## config.mk

```make
export PLATFORM = sky130hd
export DESIGN_NAME = slc3_step_ctrl_flat
export DESIGN_NICKNAME = d
export VERILOG_FILES = /design/src/rtl/slc3_step_ctrl_if.sv /design/src/rtl/slc3_step_ctrl.sv /design/src/flat_wrapper.sv
export SDC_FILE = /design/constraint.sdc
export NUM_CORES = 1
export LEC_CHECK = 0
export CAP_MARGIN = 20
export CORE_MARGIN = 2
export CORE_UTILIZATION = 46
export DETAILED_ROUTE_END_ITERATION = 8
export GPL_TIMING_DRIVEN = 0
export PLACE_DENSITY_LB_ADDON = 0.08
export SYNTH_ARGS = -nofsm -noshare
export SYNTH_HDL_FRONTEND = slang
export SYNTH_SLANG_ARGS = --single-unit
export TNS_END_PERCENT = 100
```

## constraint.sdc

```tcl
create_clock -name Clk -period 1.6 [get_ports Clk]
set_clock_uncertainty 0.1 [all_clocks]
set_input_delay 0.32 -clock Clk [delete_from_list [all_inputs] [get_ports Clk]]
set_output_delay 0.32 -clock Clk [all_outputs]
set_load 0.02 [all_outputs]
```

## src/rtl/slc3_step_ctrl_if.sv

```systemverilog
// CPU-side handshake between the SLC-3 control FSM and the front-panel step controller.
interface slc3_step_ctrl_if;
    logic        pause_req;
    logic [11:0] pause_code;
    logic        start;
    logic        resume;
    logic [11:0] LED;
    logic        running;
    logic        paused;

    modport master (
        output pause_req, pause_code,
        input  start, resume, LED, running, paused
    );

    modport slave (
        input  pause_req, pause_code,
        output start, resume, LED, running, paused
    );
endinterface

```

## src/rtl/slc3_step_ctrl.sv

```systemverilog
// Front-panel Run/Continue controller: synchronises and debounces the active-low
// buttons, issues one-cycle start/resume pulses and latches the pause code for LED.
module slc3_step_ctrl #(
    parameter int SYNC_STAGES     = 2,
    parameter int DEBOUNCE_CYCLES = 1
) (
    input  logic             Clk,
    input  logic             Reset,
    input  logic             Run,
    input  logic             Continue,
    slc3_step_ctrl_if.slave  bus
);

    localparam int CW = (DEBOUNCE_CYCLES > 1) ? $clog2(DEBOUNCE_CYCLES) : 1;
    localparam logic [CW-1:0] CNT_LAST = CW'(DEBOUNCE_CYCLES - 1);

    typedef enum logic [2:0] {
        IDLE, START, RUNNING, PAUSED, RESUME, WAIT_ACK
    } state_t;

    state_t state, state_next;
    logic   led_load;
    logic [11:0] led_q;

    logic [SYNC_STAGES-1:0] sync_run, sync_cont, sync_vld;
    logic [1:0]             synced;      // [0] Run, [1] Continue
    logic [1:0]             level;       // accepted (debounced) level, 1 = released
    logic [1:0]             armed;       // a release has been seen since reset
    logic [1:0]             press_ev;    // one-cycle press events
    logic [CW-1:0]          cnt [2];

    assign synced = {sync_cont[SYNC_STAGES-1], sync_run[SYNC_STAGES-1]};

    // Button synchronisers; sync_vld marks when the chain holds real pin samples after reset.
    always_ff @(posedge Clk) begin
        if (!Reset) begin
            sync_run  <= '1;
            sync_cont <= '1;
            sync_vld  <= '0;
        end else begin
            sync_run  <= {sync_run[SYNC_STAGES-2:0], Run};
            sync_cont <= {sync_cont[SYNC_STAGES-2:0], Continue};
            sync_vld  <= {sync_vld[SYNC_STAGES-2:0], 1'b1};
        end
    end

    // Debounce and press-event detection. A button is only armed once a released sample
    // has come through the chain, so a button held across reset cannot raise an event.
    always_ff @(posedge Clk) begin
        if (!Reset) begin
            level    <= '1;
            armed    <= '0;
            press_ev <= '0;
            for (int unsigned b = 0; b < 2; b++) cnt[b] <= '0;
        end else begin
            press_ev <= '0;
            if (sync_vld[SYNC_STAGES-1]) begin
                for (int unsigned b = 0; b < 2; b++) begin
                    if (!armed[b]) begin
                        cnt[b] <= '0;
                        if (synced[b]) armed[b] <= 1'b1;
                    end else if (synced[b] == level[b]) begin
                        cnt[b] <= '0;
                    end else if (cnt[b] == CNT_LAST) begin
                        level[b]    <= synced[b];
                        cnt[b]      <= '0;
                        press_ev[b] <= ~synced[b];
                    end else begin
                        cnt[b] <= cnt[b] + 1'b1;
                    end
                end
            end
        end
    end

    // State register.
    always_ff @(posedge Clk) begin
        if (!Reset) state <= IDLE;
        else        state <= state_next;
    end

    // Next-state logic; events arriving in states that do not consume them are dropped.
    always_comb begin
        state_next = state;
        led_load   = 1'b0;
        unique case (state)
            IDLE:     if (press_ev[0]) state_next = START;
            START:    state_next = RUNNING;
            RUNNING:  if (bus.pause_req) begin
                          state_next = PAUSED;
                          led_load   = 1'b1;
                      end
            PAUSED:   if (press_ev[1]) state_next = RESUME;
            RESUME:   state_next = WAIT_ACK;
            WAIT_ACK: if (!bus.pause_req) state_next = RUNNING;
            default:  state_next = IDLE;
        endcase
    end

    // Pause-code latch, loaded on pause entry only.
    always_ff @(posedge Clk) begin
        if (!Reset)        led_q <= '0;
        else if (led_load) led_q <= bus.pause_code;
    end

    assign bus.start   = (state == START);
    assign bus.resume  = (state == RESUME);
    assign bus.running = (state == RUNNING) || (state == WAIT_ACK);
    assign bus.paused  = (state == PAUSED);
    assign bus.LED     = led_q;

endmodule

```

## src/flat_wrapper.sv

```systemverilog
// flat-port wrapper written by rule: the top's interface ports become plain ports
module slc3_step_ctrl_flat 
#(
    parameter int SYNC_STAGES     = 2,
    parameter int DEBOUNCE_CYCLES = 1
)
  (Clk, Reset, Run, Continue, bus_pause_req, bus_pause_code, bus_start, bus_resume, bus_LED, bus_running, bus_paused);
  slc3_step_ctrl_if bus_i ();
  input  logic Clk;
  input  logic Reset;
  input  logic Run;
  input  logic Continue;
  input wire logic [$bits(bus_i.pause_req)-1:0] bus_pause_req;
  input wire logic [$bits(bus_i.pause_code)-1:0] bus_pause_code;
  output wire logic [$bits(bus_i.start)-1:0] bus_start;
  output wire logic [$bits(bus_i.resume)-1:0] bus_resume;
  output wire logic [$bits(bus_i.LED)-1:0] bus_LED;
  output wire logic [$bits(bus_i.running)-1:0] bus_running;
  output wire logic [$bits(bus_i.paused)-1:0] bus_paused;
  assign bus_i.pause_req = bus_pause_req;
  assign bus_i.pause_code = bus_pause_code;
  assign bus_start = bus_i.start;
  assign bus_resume = bus_i.resume;
  assign bus_LED = bus_i.LED;
  assign bus_running = bus_i.running;
  assign bus_paused = bus_i.paused;
  slc3_step_ctrl #(.SYNC_STAGES(SYNC_STAGES), .DEBOUNCE_CYCLES(DEBOUNCE_CYCLES)) u_core (.Clk(Clk), .Reset(Reset), .Run(Run), .Continue(Continue), .bus(bus_i));
endmodule
```

==> results of run 1 <==
==> cell families after synthesis <==
logic type	synth area share [%]
flops	51.8
simple gates	26.8
other cells	0.323
buf+inv	5.29
compound gates	14.1
mux	1.73
==> worst max path at each step <==
stage	slack, ns	cells past startpoint	to
after floorplan	0.19	2	bus_start
after global placement	-0.18	4	bus_resume
after detailed placement	-0.25	4	bus_resume
after CTS	0.003	4	bus_running
after global routing	-0.03	3	bus_resume
final	0.02	3	bus_paused
==> registers in the layout, indices dropped and copies added, names as in the netlist <==
| signal | flops |
|---|---|
| u_core.sync_run | 2 |
| u_core.cnt | 2 |
| u_core.sync_cont | 2 |
| u_core.level | 2 |
| u_core.state | 3 |
| u_core.armed | 2 |
| u_core.bus.LED | 12 |
| u_core.press_ev | 2 |
| u_core.sync_vld | 2 |
==> layer usage <==
| layer | up-vias | track usage [%] |
|---|---|---|
| met5 | - | 0 |
| met1 | 441 | 19.6 |
| met4 | 0 | 7.50 |
| met2 | 23 | 26.7 |
| met3 | 5 | 7.38 |
| li1 | 479 | - |
==> repair_timing <==
action | CTS | global route
resized for setup | 42 | 10
buffers inserted | 3 | 3
pin swaps | 0 | 3
setup endpoints to repair | 16 | 4
cloned | 0 | 0
==> power groups by stage <==
stage | logic (mW) | clock network [mW] | registers, mW
2_1_floorplan | 0.0277 | 0 | 0.768
4_1_cts | 0.0784 | 0.430 | 0.749
6_report | 0.0783 | 0.420 | 0.749
3_3_place_gp | 0.0770 | 0 | 0.769
3_5_place_dp | 0.0782 | 0 | 0.771
5_1_grt | 0.0853 | 0.462 | 0.750
==> synthesized netlist by cell type, drive strengths merged <==
cell type	number
a2111o	1
a21oi	16
and2	2
and3b	1
and4bb	1
buf	6
conb	1
dfxtp	27
edfxtp	2
inv	2
mux2i	2
nand2	29
nand2b	7
nand3	1
nand3b	2
nand4b	2
nand4bb	1
nor2	2
nor2b	1
nor3	2
nor3b	3
o2111a	1
o21ai	2
o22ai	1
o31ai	1
==> worst max-delay path, stage by stage, from the launching register on <==
cell	delay [ns]
dfxtp_4	0.37
buf_6	0.13
and3b_2	0.21
buf_6	0.13
==> per-stage QoR <==
step / util (%) / power [mW]
6_report: 67.2 / 1.25
4_1_cts: 65.0 / 1.26
5_1_grt: 67.2 / 1.30
3_5_place_dp: 62.6 / 0.849
3_3_place_gp: 62.6 / 0.846
2_1_floorplan: - / 0.796
==> area by class of cell <==
class	instances	area, sq um
tap	30	37.5
buffer	5	46.3
fill	209	797
inverter	2	10.0
multi-input combinational	80	527
clock buffer	6	41.3
timing repair buffer	38	352
clock inverter	2	10.0
sequential	29	612
==> impl_metrics.env, run 1 <==
export IMPL_status="finished, final reports clean"
export IMPL_setup_ws_ns=0.0194
export IMPL_grt_pass1_vias=793
export IMPL_antenna_found_initial=0
export IMPL_fin_nets=178
export IMPL_ys_warnings_count=0
export IMPL_coreArea_sq_um=2430
export IMPL_synth_seq_cells=29
export IMPL_worst_path_max_fanout=6
export IMPL_met1Wirelength_um=1000
export IMPL_slew_violations=0
export IMPL_grt_start_max_net_pins=12
export IMPL_ioPinCount=33
export IMPL_dp_hpwl_um=1580
export IMPL_drive_gt1_share_pct=32.7
export IMPL_r2r_start="u_core.state[2]"
export IMPL_layout_commonest_cell="dfxtp_1"
export IMPL_die_w_um=54.2
export IMPL_fin_setup_tns_ns=0
export IMPL_syn_area_sq_um=1160
export IMPL_wl_met2_um=1160
export IMPL_via_per_inst=4.94
export IMPL_fin_cells=192
export IMPL_ys_seq_area_share_pct=51.8
export IMPL_synth_cells=116
export IMPL_synth_cell_type_count=31
export IMPL_arrival_ns=1.16
export IMPL_antenna_cells=0
export IMPL_hold_viol=0
export IMPL_hold_slack_ns=0.309
export IMPL_r2r_end="u_core.bus.LED[7]"
export IMPL_p_switching_mw=0.293
export IMPL_combPwrFrac_pct=6.3
export IMPL_required_ns=1.18
export IMPL_die_y_um=54.2
export IMPL_vias=948
export IMPL_drt_total_wl_um=2330
export IMPL_end_kind="output port"
export IMPL_crit_type="reg -> out"
export IMPL_rr_worst_depth=6
export IMPL_startpoint_type="flip-flop"
export IMPL_clk_pin_slew_worst_paths_ns=0.10
export IMPL_reg2reg_slack_ns=0.12
export IMPL_avgSynthCellArea_sq_um=10.0
export IMPL_ctsHoldBuffers=0
export IMPL_max_freq_ghz=0.633
export IMPL_drv_cap=0
export IMPL_dieArea_sq_um=2940
export IMPL_final_area_sq_um=1640
export IMPL_cts_tree="built"
export IMPL_period_share_pct=98.8
export IMPL_numCtsBuffers=5
export IMPL_drt_first_pass_iters=4
export IMPL_placed_cells=179
export IMPL_synth_area_leaders="dfxtp_1, a21oi_2, nand2_1"
export IMPL_rows=18
export IMPL_post_synth_top_area_cell="dfxtp_1"
export IMPL_post_drt_wl_per_cell_um=12.2
export IMPL_initial_core_util_pct=47.7
export IMPL_grt_pass1_wl_um=3420
export IMPL_clkLatencyLatePin_ns=0.33
export IMPL_min_to="u_core.sync_run[1]"
export IMPL_final_cell_mix="dfxtp_1, nand2_1, clkdlybuf4s50_1"
export IMPL_htreeDepth=2
export IMPL_placed_cell_area_sq_um=1520
export IMPL_drc=0
export IMPL_cts_root_buf="clkbuf_4"
export IMPL_startpoint="u_core.state[1]"
export IMPL_min_period_ns=1.58
export IMPL_clk_path_buf_depth=2
export IMPL_whs_path_depth=1
export IMPL_area_growth_pct=41.0
export IMPL_min_from="u_core.sync_run[0]"
export IMPL_setup_viol=0
export IMPL_detail_route_antenna_nets=0
export IMPL_first_iter_violations=5
export IMPL_vdd_ir_drop_max_uv=627
export IMPL_p_int_mw=0.955
export IMPL_gp_congestion=0.654
export IMPL_hp_class="reg -> reg"
export IMPL_p_clk_share_pct=33.7
export IMPL_track_usage_pct=16.8
export IMPL_grt_overflow=0
export IMPL_pre_cts_slack_ns=-0.252
export IMPL_p_leak_nw=0.652
export IMPL_cts_sinks=29
export IMPL_cellPowerDensity_nw_per_um2=763
export IMPL_top_layer_used="met4"
export IMPL_netlist_area_leader_share_pct=46.6
export IMPL_switching_share_pct=23.5
export IMPL_rsz0062_at_grt="true"
export IMPL_p_seq_share_pct=60.0
export IMPL_io_buffers=32
export IMPL_dr_wl_met3_um=131
No activity file was read; power rests on OpenSTA's default activity.
==> inputs of run 2 (changes only) <==
- CELL_PAD_IN_SITES_DETAIL_PLACEMENT: unset -> 1
- CELL_PAD_IN_SITES_GLOBAL_PLACEMENT: unset -> 1
- CORE_UTILIZATION: 46 -> 35
==> run 2 against run 1 <==
Critical endpoint is now bus_running. Die area grew 29%. Register-to-register slack gained 0.19 ns. Cell count grew 8.9%. The flow now finishes with violations (negative setup slack). Power grew 6.5%. Largest cell class unchanged. Utilization shrank 13 points. Maximum frequency shrank 1.7%. Hold slack gained 0.0052 ns.
==> impl_metrics.env, run 2 (synthesized netlist as in run 1, its figures left out) <==
export IMPL_finalPower_mw=1.33
export IMPL_antenna_found_initial=0
export IMPL_path_cells="buf_6, nand2_1, o22ai_1, buf_4"
export IMPL_drive_gt1_share_pct=32.7
export IMPL_cellPowerDensity_nw_per_um2=794
export IMPL_antenna_cells=0
export IMPL_vias=987
export IMPL_die_w_um=61.6
export IMPL_crit_type="reg -> out"
export IMPL_grt_start_max_net_pins=11
export IMPL_fill_cells=374
export IMPL_first_iter_violations=25
export IMPL_placed_cells=193
export IMPL_track_usage_pct=16.2
export IMPL_rows=20
export IMPL_slowest_stage="dfxtp_2"
export IMPL_ctsHoldBuffers=0
export IMPL_cts_tree="built"
export IMPL_fin_cells=209
export IMPL_detail_route_antenna_nets=0
export IMPL_post_drt_wl_per_cell_um=13.6
export IMPL_final_cell_mix="dfxtp_1, nand2_1, clkdlybuf4s50_1"
export IMPL_utilization_pct=54.0
export IMPL_worst_path_max_fanout=5
export IMPL_p_leak_nw=0.671
export IMPL_gp_congestion=0.811
export IMPL_drt_first_pass_iters=2
export IMPL_r2r_start="u_core.state[2]"
export IMPL_drv_cap=0
export IMPL_clkLatencyLatePin_ns=0.32
export IMPL_drt_total_wl_um=2840
export IMPL_clk_path_buf_depth=2
export IMPL_ioPinCount=33
export IMPL_grt_pass1_vias=902
export IMPL_slew_violations=0
export IMPL_startpoint_type="flip-flop"
export IMPL_vdd_ir_drop_max_uv=490
export IMPL_startpoint="u_core.state[2]"
export IMPL_slowest_delay_ns=0.36
export IMPL_clk_pin_slew_worst_paths_ns=0.08
export IMPL_setup_ws_ns=-0.00805
export IMPL_io_buffers=32
export IMPL_die_y_um=61.6
export IMPL_fin_nets=181
export IMPL_layout_commonest_cell="dfxtp_1"
export IMPL_htreeDepth=2
export IMPL_max_freq_ghz=0.622
export IMPL_numCtsBuffers=5
export IMPL_end_kind="output port"
export IMPL_period_share_pct=101
export IMPL_via_per_inst=4.72
export IMPL_fin_setup_tns_ns=-0.00805
export IMPL_arrival_ns=1.19
export IMPL_violations="negative setup slack"
export IMPL_placed_cell_area_sq_um=1540
export IMPL_hp_class="reg -> reg"
export IMPL_rsz0062_at_grt="true"
export IMPL_dieArea_sq_um=3790
export IMPL_required_ns=1.18
export IMPL_grt_pass1_wl_um=4260
export IMPL_dp_hpwl_um=1940
export IMPL_cts_sinks=29
export IMPL_min_period_ns=1.61
export IMPL_initial_core_util_pct=37.4
export IMPL_cts_root_buf="clkbuf_4"
export IMPL_min_from="u_core.sync_run[0]"
export IMPL_drc=0
export IMPL_setup_viol=1
export IMPL_hold_viol=0
export IMPL_status="finished with violations"
export IMPL_grt_overflow=0
export IMPL_final_area_sq_um=1670
export IMPL_largest_reg_flops=12
export IMPL_area_growth_pct=44.3
export IMPL_coreArea_sq_um=3100
## run 2: layout make-up
type | instances | area [sq um] | area share, %
buffer | 6 | 57.6 | 3.44
multi-input combinational | 80 | 513 | 30.6
sequential | 29 | 609 | 36.4
inverter | 2 | 7.51 | 0.448
tap | 44 | 55.1 | 3.29
clock inverter | 1 | 5.00 | 0.299
clock buffer | 7 | 65.1 | 3.89
timing repair buffer | 40 | 362 | 21.6
## run 2: per-stage QoR
stage | hold WS, ns | worst slack (ns)
after floorplan | 0.248 | 0.193
after global placement | 0.291 | -0.197
after detailed placement | 0.299 | -0.205
after CTS | 0.321 | -0.0613
after global routing | 0.336 | -0.103
final | 0.314 | -0.00805
## run 2: report_power, final
group	switching [mW]	leakage (nW)	internal, mW
clock network	0.243	0.0413	0.254
registers	0.0101	0.242	0.741
logic	0.0317	0.388	0.0480
total	0.285	0.671	1.04
## run 2: worst paths after layout
kind | cells after the start | slack [ns] | endpoint
max | 4 | -0.008 | bus_running
min | 1 | 0.31 | u_core.sync_run[1]
max reg2reg | 4 | 0.31 | u_core.state[0]
min reg2reg | 1 | 0.31 | u_core.sync_run[1]
## run 2: per-layer routing
metal,routed length (um),up-vias,GRT usage [%]
li1,-,486,-
met1,1170,470,19.0
met2,1460,26,26.3
met3,149,5,4.62
met4,51,0,9.12
met5,0,-,0
## run 2: worst max-delay path: cells and delay by family (launching register included)
kind / cells / cell delay [ns]
AND/OR/NAND/NOR: 1 / 0.05
AO/OA/AOI/OAI: 1 / 0.18
buffers and inverters: 2 / 0.28
flip-flops: 1 / 0.36
## run 2: timing repair
item / in CTS / in global routing
gates cloned: 0 / 1
pin swaps: 0 / 2
endpoints found under the setup margin: 16 / 4
setup buffers: 1 / 6
gates resized for setup: 38 / 8
